[src/rtl/eth10_tx_mac_phy.sv]
// eth10_tx_mac_phy: 10BASE-T transmit engine. Manchester-encodes a byte
// stream LSB first, appends TP_IDL, sends Normal Link Pulses while idle and
// holds both legs low when silent. Every wire change lands on the clock edge
// that ends a half-bit strobe cycle.
// Build option: define ETH10_TX_PREAMBLE_EN to have the block insert
// 7x0x55 + 0xD5 ahead of the first source byte.
//
// state | meaning
// IDLE  | pair silent, accepting a first byte, timing the next link pulse
// PRE   | sending preamble + SFD, first byte parked in the load register
// DATA  | sending the load register, 16 half-bits per byte
// TPIDL | holding tx_p high after the last bit
// NLP   | link pulse on the wire
module eth10_tx_mac_phy #(
   parameter int HALF_DIV     = 2,
   parameter int TPIDL_HB     = 6,
   parameter int NLP_HB       = 320000,
   parameter int NLP_WIDTH_HB = 2
) (
   input  logic       clk,
   input  logic       rst_n,
   input  logic [7:0] tx_data,
   input  logic       tx_valid,
   input  logic       tx_last,
   output logic       tx_ready,
   output logic       tx_busy,
   output logic       tx_underrun,
   output logic       nlp_pulse,
   output logic       tx_p,
   output logic       tx_n
);
   localparam int HB_W     = (HALF_DIV > 1) ? $clog2(HALF_DIV) : 1;
   localparam int NLP_W    = $clog2(NLP_HB + 1);
   localparam int CNT_MAX0 = (TPIDL_HB > 128) ? TPIDL_HB : 128;
   localparam int CNT_MAX  = (NLP_WIDTH_HB > CNT_MAX0) ? NLP_WIDTH_HB : CNT_MAX0;
   localparam int IDX_W    = $clog2(CNT_MAX + 1);

   localparam logic [HB_W-1:0]  HB_LAST   = HB_W'(HALF_DIV - 1);
   localparam logic [NLP_W-1:0] NLP_LAST  = NLP_W'(NLP_HB - 1);
   localparam logic [IDX_W-1:0] IDX_ONE   = IDX_W'(1);
   localparam logic [IDX_W-1:0] IDX_BYTE  = IDX_W'(16);
   localparam logic [IDX_W-1:0] IDX_TPIDL = IDX_W'(TPIDL_HB);
   localparam logic [IDX_W-1:0] IDX_NLP   = IDX_W'(NLP_WIDTH_HB);

   typedef enum logic [2:0] {S_IDLE, S_PRE, S_DATA, S_TPIDL, S_NLP} state_t;

   state_t            state, state_nxt;
   logic [HB_W-1:0]   hb_cnt;
   logic              strobe;
   logic              rdy_en;
   logic              p_q, p_nxt, drv_q, drv_nxt;
   logic [IDX_W-1:0]  idx, idx_nxt;
   logic [NLP_W-1:0]  nlp_cnt, nlp_nxt;
   logic [7:0]        byte_q, byte_nxt;
   logic              last_q, last_nxt;
   logic              byte_end;

   // Half-bit k of a byte: first half carries ~bit, second half carries bit.
   function automatic logic data_hb(input logic [7:0] b, input logic [3:0] k);
      data_hb = k[0] ? b[k[3:1]] : ~b[k[3:1]];
   endfunction

`ifdef ETH10_TX_PREAMBLE_EN
   localparam logic [IDX_W-1:0] IDX_PRE = IDX_W'(128);

   // 0x55 has every even bit set; the SFD 0xD5 also sets bit 7 of byte 7.
   function automatic logic pre_hb(input logic [6:0] k);
      logic bit_v;
      bit_v  = ~k[1] | (k[6:4] == 3'd7 && k[3:1] == 3'd7);
      pre_hb = k[0] ? bit_v : ~bit_v;
   endfunction
`endif

   assign strobe = (hb_cnt == HB_LAST);
   assign tx_p   = p_q;
   assign tx_n   = drv_q & ~p_q;

   // Free-running half-bit divider.
   always_ff @(posedge clk or negedge rst_n) begin
      if (!rst_n)      hb_cnt <= '0;
      else if (strobe) hb_cnt <= '0;
      else             hb_cnt <= hb_cnt + 1'b1;
   end

   // State register.
   always_ff @(posedge clk or negedge rst_n) begin
      if (!rst_n) state <= S_IDLE;
      else        state <= state_nxt;
   end

   // Next state plus next wire level and counters.
   always_comb begin
      state_nxt = state;
      p_nxt     = p_q;
      drv_nxt   = drv_q;
      idx_nxt   = idx;
      nlp_nxt   = nlp_cnt;
      byte_nxt  = byte_q;
      last_nxt  = last_q;
      case (state)
         S_IDLE: begin
            if (tx_ready && tx_valid) begin
               byte_nxt = tx_data;
               last_nxt = tx_last;
               nlp_nxt  = '0;
               idx_nxt  = '0;
`ifdef ETH10_TX_PREAMBLE_EN
               state_nxt = S_PRE;
               if (strobe) begin
                  p_nxt   = pre_hb(7'd0);
                  drv_nxt = 1'b1;
                  idx_nxt = IDX_ONE;
               end
`else
               state_nxt = S_DATA;
               if (strobe) begin
                  p_nxt   = data_hb(tx_data, 4'd0);
                  drv_nxt = 1'b1;
                  idx_nxt = IDX_ONE;
               end
`endif
            end else if (strobe) begin
               if (nlp_cnt == NLP_LAST) begin
                  state_nxt = S_NLP;
                  p_nxt     = 1'b1;
                  drv_nxt   = 1'b1;
                  idx_nxt   = IDX_ONE;
                  nlp_nxt   = '0;
               end else begin
                  nlp_nxt = nlp_cnt + 1'b1;
               end
            end
         end
`ifdef ETH10_TX_PREAMBLE_EN
         S_PRE: begin
            if (strobe) begin
               drv_nxt = 1'b1;
               if (idx == IDX_PRE) begin
                  state_nxt = S_DATA;
                  p_nxt     = data_hb(byte_q, 4'd0);
                  idx_nxt   = IDX_ONE;
               end else begin
                  p_nxt   = pre_hb(idx[6:0]);
                  idx_nxt = idx + 1'b1;
               end
            end
         end
`endif
         S_DATA: begin
            if (strobe) begin
               drv_nxt = 1'b1;
               if (idx == IDX_BYTE) begin
                  idx_nxt = IDX_ONE;
                  if (byte_end && tx_valid) begin
                     byte_nxt = tx_data;
                     last_nxt = tx_last;
                     p_nxt    = data_hb(tx_data, 4'd0);
                  end else begin
                     state_nxt = S_TPIDL;
                     p_nxt     = 1'b1;
                  end
               end else begin
                  p_nxt   = data_hb(byte_q, idx[3:0]);
                  idx_nxt = idx + 1'b1;
               end
            end
         end
         S_TPIDL, S_NLP: begin
            if (strobe) begin
               if (idx == ((state == S_TPIDL) ? IDX_TPIDL : IDX_NLP)) begin
                  state_nxt = S_IDLE;
                  p_nxt     = 1'b0;
                  drv_nxt   = 1'b0;
                  idx_nxt   = '0;
                  nlp_nxt   = '0;
               end else begin
                  idx_nxt = idx + 1'b1;
               end
            end
         end
         default: state_nxt = S_IDLE;
      endcase
   end

   // Handshake and status outputs decoded from state.
   always_comb begin
      byte_end    = (state == S_DATA) && strobe && (idx == IDX_BYTE) && !last_q;
      tx_ready    = ((state == S_IDLE) && rdy_en) || byte_end;
      tx_underrun = byte_end && !tx_valid;
      tx_busy     = (state == S_PRE) || (state == S_DATA) || (state == S_TPIDL);
      nlp_pulse   = (state == S_NLP);
   end

   // Wire level, counters and load register; rdy_en keeps tx_ready low for
   // the first cycle out of reset.
   always_ff @(posedge clk or negedge rst_n) begin
      if (!rst_n) begin
         rdy_en  <= 1'b0;
         p_q     <= 1'b0;
         drv_q   <= 1'b0;
         idx     <= '0;
         nlp_cnt <= '0;
         byte_q  <= '0;
         last_q  <= 1'b0;
      end else begin
         rdy_en  <= 1'b1;
         p_q     <= p_nxt;
         drv_q   <= drv_nxt;
         idx     <= idx_nxt;
         nlp_cnt <= nlp_nxt;
         byte_q  <= byte_nxt;
         last_q  <= last_nxt;
      end
   end
endmodule
[config.mk]
export PLATFORM = sky130hd
export DESIGN_NAME = eth10_tx_mac_phy
export DESIGN_NICKNAME = d
export VERILOG_FILES = /design/src/rtl/eth10_tx_mac_phy.sv
export SDC_FILE = /design/constraint.sdc
export NUM_CORES = 1
export LEC_CHECK = 0
export CAP_MARGIN = 0
export CELL_PAD_IN_SITES_DETAIL_PLACEMENT = 0
export CELL_PAD_IN_SITES_GLOBAL_PLACEMENT = 2
export CORE_UTILIZATION = 25
export DETAILED_ROUTE_END_ITERATION = 10
export PLACE_DENSITY_LB_ADDON = 0.05
export SLEW_MARGIN = 20
export SYNTH_ARGS = -nofsm -noshare
export SYNTH_HDL_FRONTEND = slang
export SYNTH_SLANG_ARGS = --single-unit
[constraint.sdc]
create_clock -name clk -period 2.05 [get_ports clk]
set_input_delay 0.41 -clock clk [delete_from_list [all_inputs] [get_ports clk]]
set_output_delay 0.41 -clock clk [all_outputs]
set_load 0.005 [all_outputs]
==> run summary <==
The flow ran to the end, but the final reports show violations. The checks that failed: negative setup slack. The launching element of the worst setup path is nlp_cnt[12]. met2 is the most crowded layer. Net switching is around a third of the power.

Setup repair after global routing could not meet its margin everywhere. The average routed wire per standard cell came out at roughly 17 um. The DRC marker count from the first detailed-route iteration came out at 98. Of the total synthesized cell area, the portion taken by AND, OR, NAND and NOR gates is 23.1%. The initial antenna violation count came out at 0. The proportion of register bits with asynchronous set or reset after synthesis came out at between 90% and 100%.

Prior to clock tree synthesis, the placed netlist has a worst setup slack of -393 ps. For the pin with the worst max-slew slack, the measured transition is 616 ps. The power share of the combinational group came out at 50.1%.

Counting every net in the synthesized netlist gives 317. The filler cell count came out at roughly 1.1k. The final worst-path setup slack is -186 ps. The master of the slowest instance on the critical path is or4_4. The ratio of total power to cell area is between 1000 and 1500 nW/um^2. The remaining antenna violation count after routing is 0.

The buffering stage count on the worst path with inverters included came out at 2. The number of levels the H-tree was split into came out at 2. After Yosys synthesis, full adders, half adders and majority gates account for under 10% of the synthesized area. Clock-pin slew was measured on the worst setup and hold paths at roughly 90 ps. The family with the most delay on the worst path is simple AND/OR/NAND/NOR gates. The worst setup path is launched from a register. The reg2reg setup slack came out at -190 ps. The worst voltage drop across the vdd grid came out at between 400 and 500 uV.

The combinational family with the most area after synthesis is simple AND/OR/NAND/NOR gates. For this configuration, the core starts out at a cell density of between 20% and 30%. The number of synthesized register bits came out at 43. The worst hold path belongs to the class in -> async. The share of Yosys cell area claimed by the top area cell type came out at between 30% and 40%. The total power after layout came out at between 4 and 5 mW. The source-to-sink clock delay at the later pin of the worst-skew pair came out at around 310 ps.

The internal power of the cells is 2.90 mW. For the worst setup path, the data arrival time is roughly 2400 ps. The global route total overflow is 0. The worst register-to-register path begins at nlp_cnt[12]. The final period utilization came out at 109%.

The max-capacitance violation count is 0. The instance area after placement came out at 3640 sq um. The library cell used most frequently in the layout, excluding fill and tap cells, is buf_4. The cell count along the critical path is 7.

The non-filler instance count after layout came out at 539. The overall via count from detail_route came out at roughly 2.7k. The via count of the first global-routing pass is 2743. The number of nets in the layout came out at 414.

The global-route met2 utilization is 28.1%. In the synthesized netlist the dominant register cell turns out to be dfrtp_1. The met3 layer usage reported by global route is 2.30%.

The proportion of layout cells with a drive suffix above 1 is 44.4%. In the routed design, unresolved DRC markers number 0. For this run, the top clock speed supported by timing is 0.447 GHz. The share of the yosys chip area belonging to registers came out at about two fifths. On the final layout, the worst clock skew is just under 8 ps.

The root buffer cell chosen for the clock tree is clkbuf_8. The number of buffers added on ports came out at 17. The average instance in the mapped netlist occupies 9.28 sq um. The hold violation count in the final report is 0.

The clock network fraction of design power is 18.7%. The number of iterations in the first detailed-routing pass is 5. The maximum count of clock buffers along a single path is 2.

The area of the mapped netlist is 2790 sq um. The synthesized design spends more area on one cell type than any other, namely dfrtp_1. The routability-driven placement congestion ratio is 0.714.

The count of mapped cells out of synthesis came out at between 300 and 400. The number of antenna diodes is 0. The chip width is 108 um. In this run, post-CTS hold repair placed 0 buffers. The post-detailed-placement half-perimeter wirelength came out at 6.35 mm. The sequential share of power came out at between 30% and 40%. The worst setup path is of the reg -> reg kind. The number of flops mapped to enable cells by yosys came out at 0. The number of clock sinks is 43. STA puts the critical path data required time at about 2300 ps. Hold is met by 186 ps. The number of clock buffers added by TritonCTS is 5. The net switching power came out at 1.57 mW.

The fraction of synthesized area in multiplexers is 6.36%. The core box area came out at 10800 sq um. In this run the static leakage power is 1.85 nW. The Yosys step of the flow raised 0 warnings. Walking the worst path, the cells encountered are buf_6 > or4_4 > nor4_4 > buf_4 > a21boi_2 > o41a_1 > a31o_1. The post-synthesis share of cell area spent on xor and xnor gates is 0.627%.

The synthesized-area fraction occupied by ao, oa, aoi and oai cells is 22.0%. The number of I/O pins is 18. The critical path endpoint is state[2]. TritonCTS built the clock tree. The number of pins with negative max-slew slack in the final report is 0. The count of placed standard cells including taps came out at 512. The library cells used most frequently in the layout, excluding fill and tap cells, are buf_4, dfrtp_1, inv_1. The normalized max-slew margin came out at 58.9%. The wire length after detailed routing came out at approximately 9.4 mm. The number of cell rows is 38. Ranked by total cell area, the synthesized netlist is headed by dfrtp_1, o22ai_2, a31oi_1, mux2_1, nand3_1. Setup violations remaining at the end of the flow were counted as 39. The number of cells on the worst reg-to-reg path is 7. The global-route wire length before repair is 14.7 mm.

The shortest clock period the worst path allows after layout came out at approximately 2200 ps. The endpoint identified for the worst register-to-register timing path is state[2]. The average vias per placed instance is 5.07.

For this run, the slowest stage of the critical path takes around 540 ps. The global-route usage over all layers is 16.6%. The worst-path maximum fanout is 3. The post-route cell area came out at roughly 4300 sq um.

The met1 track demand over resource in global routing is between 20 and 25%. Yosys mapped the design onto roughly 60 distinct sky130hd cell types. The layout overhead on the synthesized area is 55.6%. The worst setup path is captured at a register. The maximum number of pins on one net before global-route repair is 44.

The die area came out at 11600 sq um. The die boundary height is 108 um.
## sequential cells by signal, indices dropped and copies added, names as in the netlist
name	flops
last_q	1
drv_q	1
tx_p	1
idx	8
nlp_cnt	19
rdy_en	1
byte_q	8
hb_cnt	1
state	3
## power by group through the flow
stage / clock (mW) / sequential (mW) / combinational (mW)
global placement: 0 / 1.39 / 1.82
global route: 0.879 / 1.43 / 2.42
floorplan: 0 / 1.41 / 0.962
detailed placement: 0 / 1.39 / 1.81
CTS: 0.863 / 1.38 / 1.99
finish: 0.835 / 1.39 / 2.23
## layout make-up
type,count,area (sq um),share of cell area [%]
Clock buffer,5,68.8,1.58
Clock inverter,3,67.6,1.55
Inverter,26,97.6,2.25
Multi-Input combinational cell,210,1860,42.9
Sequential cell,43,1080,24.8
Tap cell,140,175,4.03
Timing Repair Buffer,112,997,22.9
## how the worst min path moves through the flow
stage / cells past startpoint / end / slack (ps)
2_1_floorplan: 0 / byte_q[0] / 110
3_3_place_gp: 1 / byte_q[0] / 460
3_5_place_dp: 1 / byte_q[2] / 480
4_1_cts: 2 / rdy_en / 220
5_1_grt: 2 / rdy_en / 250
6_report: 2 / rdy_en / 190
## Yosys cell counts, types with 6 or more instances
master    instances
dfrtp_1          43
inv_1            26
nand3_1          20
a31oi_1          17
nand2_1          17
nor2_1           15
o22ai_1          11
buf_2            10
clkbuf_1         10
o22ai_2          10
mux2_1            9
nor2b_1           8
a32o_1            7
nor3_1            7
nand4_1           6
o21ai_1           6
## routing by layer
layer  vias up  routed length, um  share of wire (%)
met3         6                243                2.6
met1      1360               4600                 49
met2        47               4450                 48
met5         -                  0                  0
li1       1318                  -                  -
met4         0                 82               0.87
## cells by family after synthesis
kind of cell / Yosys count
AO/OA/AOI/OAI: 77
AND/OR/NAND/NOR: 112
multiplexers: 14
buffers and inverters: 48
adder cells (fa/ha/maj): 4
flip-flops: 43
other: 1
XOR/XNOR: 2
## through the flow
stage          utilization [%]  setup TNS (ps)
6_report                  40.1           -3590
5_1_grt                   40.1           -6560
4_1_cts                   37.4           -4320
3_5_place_dp              33.6          -11680
3_3_place_gp              33.6          -11230
2_1_floorplan                -           -51.1
## worst register-to-register path: cells and delay by family, from the launching register on
family	cells	cell delay, ps
AND/OR/NAND/NOR	2	770
AO/OA/AOI/OAI	3	670
flip-flops	1	410
buffers and inverters	2	300
## what timing repair did
action,CTS,global route
endpoints found under the setup margin,41,44
gates cloned,0,1
gates resized for setup,46,49
setup buffers,14,5
pin swaps,10,13
(Power assumes the default switching activity.)
